$ cat src/rtl/traffic_phase_scheduler.sv
// Tick-timed two-road intersection phase sequencer with min/max green and all-red clearance.
// Optional pedestrian walk phase is enabled by defining PED_WALK_EN.
module traffic_phase_scheduler #(
    parameter int HW_MIN_GREEN  = 20,
    parameter int CNT_MIN_GREEN = 5,
    parameter int CNT_MAX_GREEN = 15,
    parameter int YELLOW_T      = 3,
    parameter int ALLRED_T      = 2,
    parameter int WALK_T        = 8,
    parameter int TW            = 8
) (
    input  logic       clk,
    input  logic       reset_n,
    input  logic       tick,
    input  logic       x,
    input  logic       ped_req,
    output logic [1:0] hi_way,
    output logic [1:0] cnt_way,
    output logic       walk,
    output logic [2:0] phase
);

    typedef enum logic [2:0] {
        HG  = 3'd0,
        HY  = 3'd1,
        AR1 = 3'd2,
        CG  = 3'd3,
        CY  = 3'd4,
        AR2 = 3'd5,
        PW  = 3'd6,
        BAD = 3'd7
    } state_t;

    localparam logic [1:0] RED    = 2'd0;
    localparam logic [1:0] YELLOW = 2'd1;
    localparam logic [1:0] GREEN  = 2'd2;

    localparam logic [TW-1:0] HW_MIN   = TW'(HW_MIN_GREEN);
    localparam logic [TW-1:0] HW_M1    = TW'(HW_MIN_GREEN - 1);
    localparam logic [TW-1:0] CMIN     = TW'(CNT_MIN_GREEN);
    localparam logic [TW-1:0] CMIN_M1  = TW'(CNT_MIN_GREEN - 1);
    localparam logic [TW-1:0] CMAX_M1  = TW'(CNT_MAX_GREEN - 1);
    localparam logic [TW-1:0] YEL_M1   = TW'(YELLOW_T - 1);
    localparam logic [TW-1:0] AR_M1    = TW'(ALLRED_T - 1);
    localparam logic [TW-1:0] WALK_M1  = TW'(WALK_T - 1);
    localparam logic [TW-1:0] T_MAX    = {TW{1'b1}};

    state_t        state_reg, state_next;
    logic [TW-1:0] t_reg, t_next;
    logic          car_req_reg, car_req_next;
    logic          ped_pend;

    logic exp_yel, exp_ar, exp_cmin, exp_cmax, hw_reached, cg_done;

    assign exp_yel    = tick && (t_reg >= YEL_M1);
    assign exp_ar     = tick && (t_reg >= AR_M1);
    assign exp_cmin   = tick && (t_reg >= CMIN_M1);
    assign exp_cmax   = tick && (t_reg >= CMAX_M1);
    // Once the timer has run past min-green, a late request is served without waiting for a tick.
    assign hw_reached = (tick && (t_reg >= HW_M1)) || (t_reg >= HW_MIN);
    assign cg_done    = (!x && ((t_reg >= CMIN) || exp_cmin)) || exp_cmax;

`ifdef PED_WALK_EN
    logic ped_pend_reg, ped_pend_next;
    logic exp_walk;

    assign exp_walk = tick && (t_reg >= WALK_M1);
    assign ped_pend = ped_pend_reg;

    always_comb begin
        ped_pend_next = ped_pend_reg;
        if (state_next == PW && state_reg != PW)
            ped_pend_next = 1'b0;
        else if (ped_req)
            ped_pend_next = 1'b1;
    end

    always_ff @(posedge clk or negedge reset_n) begin
        if (!reset_n)
            ped_pend_reg <= 1'b0;
        else
            ped_pend_reg <= ped_pend_next;
    end
`else
    logic unused_ped;

    assign ped_pend   = 1'b0;
    assign unused_ped = ped_req | (&WALK_M1);
`endif

    always_comb begin
        state_next = state_reg;
        case (state_reg)
            HG:  if (hw_reached && (car_req_reg || ped_pend)) state_next = HY;
            HY:  if (exp_yel) state_next = AR1;
            AR1: if (exp_ar) state_next = ped_pend ? PW : CG;
            CG:  if (cg_done) state_next = CY;
            CY:  if (exp_yel) state_next = AR2;
            AR2: if (exp_ar) state_next = HG;
`ifdef PED_WALK_EN
            PW:  if (exp_walk) state_next = car_req_reg ? CG : HG;
`endif
            default: state_next = HG;
        endcase
    end

    always_comb begin
        t_next = t_reg;
        if (state_next != state_reg)
            t_next = '0;
        else if (tick && (t_reg != T_MAX))
            t_next = t_reg + 1'b1;
    end

    // Entering CG consumes the request; x seen while green is already being served.
    always_comb begin
        car_req_next = car_req_reg;
        if (state_next == CG && state_reg != CG)
            car_req_next = 1'b0;
        else if (x && state_reg != CG)
            car_req_next = 1'b1;
    end

    always_ff @(posedge clk or negedge reset_n) begin
        if (!reset_n) begin
            state_reg   <= HG;
            t_reg       <= '0;
            car_req_reg <= 1'b0;
        end else begin
            state_reg   <= state_next;
            t_reg       <= t_next;
            car_req_reg <= car_req_next;
        end
    end

    always_comb begin
        hi_way  = RED;
        cnt_way = RED;
        walk    = 1'b0;
        case (state_reg)
            HG:      hi_way  = GREEN;
            HY:      hi_way  = YELLOW;
            CG:      cnt_way = GREEN;
            CY:      cnt_way = YELLOW;
`ifdef PED_WALK_EN
            PW:      walk    = 1'b1;
`endif
            default: ;
        endcase
    end

    assign phase = state_reg;

endmodule

$ cat config.mk
export PLATFORM = sky130hd
export DESIGN_NAME = traffic_phase_scheduler
export DESIGN_NICKNAME = d
export VERILOG_FILES = /design/src/rtl/traffic_phase_scheduler.sv
export SDC_FILE = /design/constraint.sdc
export NUM_CORES = 1
export LEC_CHECK = 0
export CORE_MARGIN = 8
export CORE_UTILIZATION = 57
export DETAILED_ROUTE_END_ITERATION = 8
export GPL_ROUTABILITY_DRIVEN = 1
export HOLD_SLACK_MARGIN = 0.03
export MAX_ROUTING_LAYER = met4
export PLACE_DENSITY = 0.83
export SYNTH_ARGS = -nofsm -noshare
export SYNTH_HDL_FRONTEND = slang
export SYNTH_SLANG_ARGS = --single-unit
export TNS_END_PERCENT = 10
$ cat constraint.sdc
create_clock -name clk -period 4.3 [get_ports clk]
set_input_delay 0.86 -clock clk [delete_from_list [all_inputs] [get_ports clk]]
set_output_delay 0.86 -clock clk [all_outputs]
set_load 0.01 [all_outputs]
==> reports/metrics.cfg, run 1 <==
[sta]
rsz0062_at_grt = false
setup_viol = 0
timing.final.crit_share_pct = 66.0
slew_headroom_pct = 65.2
hold_viol_final = 0
clock_skew_ns = 0.00235
fin_tns_setup_ns = 0
period_minus_slack_ns = 2.84
slew_violations = 0
worst_pin_slew_ns = 0.521
clock.fmax_ghz = 0.352

[clock_network]
cts_root_buf = clkbuf_4
cts_max_path_buffers = 2
clkLatencyLatePin_ns = 0.27
post_cts_buffers = 0
cts_tree = yes
postCtsHoldBufs = 0
ctsResizeCount = 0
cts_buffers = 3
clkTransAtPathRegs_ns = 0.08
h-tree-depth = 1
cts.sinks = 12

[drt]
avgRoutedWirePerCell_um = 15.8
antenna_left = 0
dr.pass1.iters = 4
drc = 0
drt_iter0_markers = 45
vias = 819
wl_um = 2080
vias_per_cell = 6.20

[logic_synthesis]
ys.flop_type = dfrtp_1
synthTopCellsByCount = nor2_1, dfrtp_1, nand2_1
synth_top_area_cell = dfrtp_1
synth.avg_cell_area_um2 = 8.59
synth-edff-count = 0
ys_types = 36
yosys-top-cells-area = dfrtp_1, ha_1, nor2_1
synthCells = 110
syn_area_um2 = 945
synth-seq-cells = 12
synthArstFlopShare_pct = 100
yosysMostFrequentCell = nor2_1
synth-seq-area-share_pct = 31.8
synth_warnings = 0
synth_top_cell_area_share_pct = 31.8
synth_nets = 120

[layout]
final_nets = 127
largest_reg_flops = 8
drive_gt1_share_pct = 7.76
stdcell_count = 132
antenna-diode-count = 0
fillCellCount = 125
stdcell_area_um2 = 1040
area_growth_pct = 9.67
utilization_pct = 68.0

[floorplan]
rows = 14
dieWidth_um = 56.7
die_y_um = 56.7
num_io_pins = 13
coreArea_um2 = 1520
start_util_pct = 62.0
dieArea_um2 = 3220

[critical_path]
cp.arrival_ns = 1.98
startpoint_type = flop
worst-path-max-fanout = 12
crit_chain = nor2b_1 > nand2_1 > inv_1 > clkdlybuf4s50_1
slowest_stage = dfrtp_1
worst_setup_path_end_kind = primary output
worstSetupPathType = reg2out
slowest_delay_ns = 0.57
required_ns = 3.44

[run]
drv_cap = 0

[grt]
grt_pass1_wl_um = 3610
antenna_found_initial = 0
grt_max_degree = 13
first_global_vias = 801
grt_overflow = 0
globalRouteTotalUtil_pct = 13.6

[placement]
dp.cells = 128
dp_hpwl_um = 1510
port_buffers = 10
place.gp.congestion = 0.958
placed_cell_area_um2 = 1000

[worst_hold_path]
hold_class = reg2reg

[pwr]
vdd_drop_max_uv = 302
p_leak_nw = 0.460
powerDensity_nw_per_um2 = 548

[outcome]
status = completed

## power by group
part	internal, mW	switching [mW]
Combinational	0.129	0.155
Clock	0.0515	0.0388
Sequential	0.138	0.0552
## worst paths after layout
path	from	to	slack [ns]	cells after the start
worst max-delay path	phase[1]$_DFF_PN0_	cnt_way[1]	1.46	4
worst min-delay path	car_req_reg$_DFFE_PN0P_	car_req_reg$_DFFE_PN0P_	0.61	2
worst max register to register	t_reg[0]$_DFFE_PN0P_	t_reg[2]$_DFFE_PN0P_	2.16	6
worst min register to register	car_req_reg$_DFFE_PN0P_	car_req_reg$_DFFE_PN0P_	0.61	2
max in group asynchronous	reset_n	t_reg[1]$_DFFE_PN0P_	3.03	1
min in group asynchronous	reset_n	phase[1]$_DFF_PN0_	0.93	1
## cell type report
| cell class | instances | area (um^2) | area share [%] |
|---|---|---|---|
| clock buffer | 4 | 36.3 | 3.50 |
| inverter | 7 | 26.3 | 2.54 |
| multi-input combinational | 83 | 553 | 53.4 |
| sequential | 12 | 300 | 29.0 |
| tap | 16 | 20.0 | 1.93 |
| timing repair buffer | 10 | 100 | 9.66 |
## logic make-up (layout without fill, tap and decap cells)
| family | after synthesis | after routing | share of synthesized area, % |
|---|---|---|---|
| and+or+nand+nor | 42 | 42 | 22.6 |
| AOI/OAI and AO/OA | 30 | 30 | 24.2 |
| buffers and inverters | 15 | 21 | 9.67 |
| DFF | 12 | 12 | 31.8 |
| adders and majority gates | 5 | 5 | 6.62 |
| xor gates and xnor gates | 5 | 5 | 4.64 |
| other | 1 | 1 | 0.397 |
## metrics by stage
stage	setup WS, ns	hold slack [ns]	power (mW)
after floorplan	2.03	0.528	0.401
after global placement	1.38	0.581	0.468
after detailed placement	1.34	0.585	0.477
after CTS	1.47	0.604	0.568
after global routing	1.26	0.640	0.616
final	1.46	0.606	0.568
## layout by cell type (no fill, tap or decap), types with 2 or more instances in the layout
| cell | n |
|---|---|
| and3_1 | 3 |
| nor2_1 | 15 |
| nand2_1 | 9 |
| dfrtp_1 | 12 |
| xnor2_1 | 3 |
| nor2b_1 | 2 |
| a31oi_1 | 6 |
| xor2_1 | 2 |
| ha_1 | 5 |
| nor3_1 | 4 |
| nand3_1 | 2 |
| inv_1 | 7 |
| a21oi_1 | 8 |
| a211oi_1 | 4 |
| clkbuf_4 | 3 |
| clkdlybuf4s50_1 | 10 |
| nand4_1 | 3 |
## metal layers
metal	track usage, %	vias up	wire, um
li1	-	407	-
met1	16.1	385	914
met2	22.7	23	1030
met3	1.80	4	110
met4	5.15	0	23
met5	-	-	0
## worst max-delay path, delay by kind of cell (launching register included)
kind / cells / cell delay [ns]
DFF: 1 / 0.57
and+or+nand+nor: 2 / 0.50
buffers and inverters: 2 / 0.64
Power figures use the tool's default switching activity.
==> run 2, diff against run 1 <==
Settings changed: CORE_UTILIZATION 57 to 48, PLACE_DENSITY 0.83 to 0.74.
Clock period 4.3 ns to 2.3 ns, I/O delays scaled along.
==> run 2 against run 1 <==
Clock-buffer cell count unchanged. Global-route usage down 1.1 points. Die area up 13%. Cell count up 12%. Combinational power up 100%. Sequential share of layout area down 1.7 points. Utilization down 10 points. Power up 94%. Critical path depth unchanged. Clock skew down 0.0013 ns. Routed wire length down 3.3%. Clock power up 88%. Largest cell class unchanged.
==> reports/metrics.cfg, run 2 (synthesis gave the netlist of run 1 again) <==
[sta]
worst_pin_slew_ns = 0.575  ; +0.0542 ns
slew_headroom_pct = 61.6  ; -3.6 points
period_minus_slack_ns = 2.19
slew_violations = 0  ; unchanged
hold_viol_final = 0  ; unchanged
clock.fmax_ghz = 0.457
setup_slack_ns = 0.114  ; -1.35 ns
setup_viol = 0  ; unchanged
timing.final.crit_share_pct = 95.1
clock_skew_ns = 0.00104  ; -0.00131 ns

[clock_network]
cts_max_path_buffers = 2  ; unchanged
cts.sinks = 12  ; unchanged
ctsResizeCount = 1  ; +1
clkTransAtPathRegs_ns = 0.08  ; about the same
post_cts_buffers = 0  ; unchanged
postCtsHoldBufs = 0  ; unchanged
h-tree-depth = 1  ; unchanged
cts_buffers = 3  ; unchanged
cts_tree = yes
cts_root_buf = clkbuf_4
clkLatencyLatePin_ns = 0.27  ; about the same

[critical_path]
required_ns = 1.84  ; -1.60 ns
crit_chain = nor2b_4 > nand2_1 > inv_1 > clkdlybuf4s50_1
crit_family = buffers and inverters
worst_setup_path_end_kind = primary output
startpoint_type = flop
slowest_delay_ns = 0.55  ; -0.02 ns
cp.arrival_ns = 1.73  ; -0.25 ns
worstSetupPathType = reg2out
cp.buffers_inverters = 2  ; unchanged
worst-path-max-fanout = 10  ; -2
slowest_stage = clkdlybuf4s50_1

[layout]
final_nets = 132  ; +3.9%
stdcell_area_um2 = 1100  ; +6.2%
final_common_cell = nor2_1
largest_reg_flops = 8  ; unchanged
drive_gt1_share_pct = 13.2  ; +5.5 points
area_growth_pct = 16.4
antenna-diode-count = 0  ; unchanged
layout_common_cells = nor2_1, dfrtp_1, clkdlybuf4s50_1, nand2_1, a21oi_1

[grt]
antenna_found_initial = 0  ; unchanged
first_global_vias = 773  ; -3.5%
grt_pass1_wl_um = 3430  ; -5.0%
grt_max_degree = 13  ; unchanged
globalRouteTotalUtil_pct = 12.5  ; -1.1 points
grt_overflow = 0  ; unchanged

[floorplan]
die_y_um = 60.4  ; +6.4%
rows = 16  ; +2
dieWidth_um = 60.4  ; +6.4%
coreArea_um2 = 1900  ; +25%
num_io_pins = 13  ; unchanged
dieArea_um2 = 3640  ; +13%
start_util_pct = 49.7  ; -12 points

[pwr]
powerDensity_nw_per_um2 = 1000  ; +83%
vdd_drop_max_uv = 514  ; +70%
p_leak_nw = 0.494  ; +7.4%

[run]
drv_cap = 0  ; unchanged

[worst_hold_path]
hold_class = in2async

[placement]
port_buffers = 10  ; unchanged
place.gp.congestion = 0.929  ; -3.0%
pre_cts_ws_ns = -0.0515  ; -1.40 ns
dp_hpwl_um = 1520  ; +0.99%
placed_cell_area_um2 = 1050  ; +5.1%

[drt]
vias_per_cell = 5.43  ; -12%
dr.pass1.iters = 4  ; unchanged
wl_um = 2010  ; -3.3%
vias = 804  ; -1.8%
antenna_left = 0  ; unchanged
avgRoutedWirePerCell_um = 13.6  ; -14%
drc = 0  ; unchanged
drt_iter0_markers = 22  ; -51%

[outcome]
status = completed

==> run 2: cell count changes in the layout (fill, tap and decap cells not counted), sizes merged <==
cell  delta
buf      +5
==> run 2: worst paths after layout <==
check	startpoint	to	slack (ns)	depth (start not counted)
max	phase[2]$_DFF_PN0_	cnt_way[1]	0.11	4
min	reset_n	phase[0]$_DFF_PN0_	0.55	1
min in group clk	car_req_reg$_DFFE_PN0P_	car_req_reg$_DFFE_PN0P_	0.62	2
max reg2reg	t_reg[0]$_DFFE_PN0P_	t_reg[2]$_DFFE_PN0P_	0.18	6
max in group asynchronous	reset_n	phase[2]$_DFF_PN0_	1.38	1
min reg2reg	car_req_reg$_DFFE_PN0P_	car_req_reg$_DFFE_PN0P_	0.62	2
==> run 2: metal layers <==
metal	GRT usage, %	wire length, um	vias to the layer above
met5	-	0	-
met4	5.10	14	0
met3	3.18	82	2
met2	19.8	963	10
met1	14.8	952	375
li1	-	-	417
==> run 2: area by class of cell <==
| class | count | area (um^2) |
|---|---|---|
| Fill cell | 169 | 802 |
| Multi-Input combinational cell | 83 | 566 |
| Sequential cell | 12 | 300 |
| Timing Repair Buffer | 15 | 138 |
| Clock buffer | 4 | 36.3 |
| Tap cell | 27 | 33.8 |
| Inverter | 7 | 26.3 |
==> run 2: where the power goes <==
group	internal, mW	switching (mW)	total (mW)
Combinational	0.277	0.304	0.581
Clock	0.0962	0.0738	0.170
Sequential	0.259	0.0950	0.354
Total	0.632	0.472	1.10
==> run 2: stage by stage <==
stage	TNS, ns	util, %	cells	hold slack [ns]	power (mW)
floorplan	0	-	110	0.164	0.749
global placement	-0.359	55.3	144	0.586	0.906
detailed placement	-0.334	55.3	144	0.591	0.924
CTS	0	57.3	148	0.578	1.10
global route	-0.0000486	57.8	148	0.609	1.20
finish	0	57.8	148	0.549	1.10
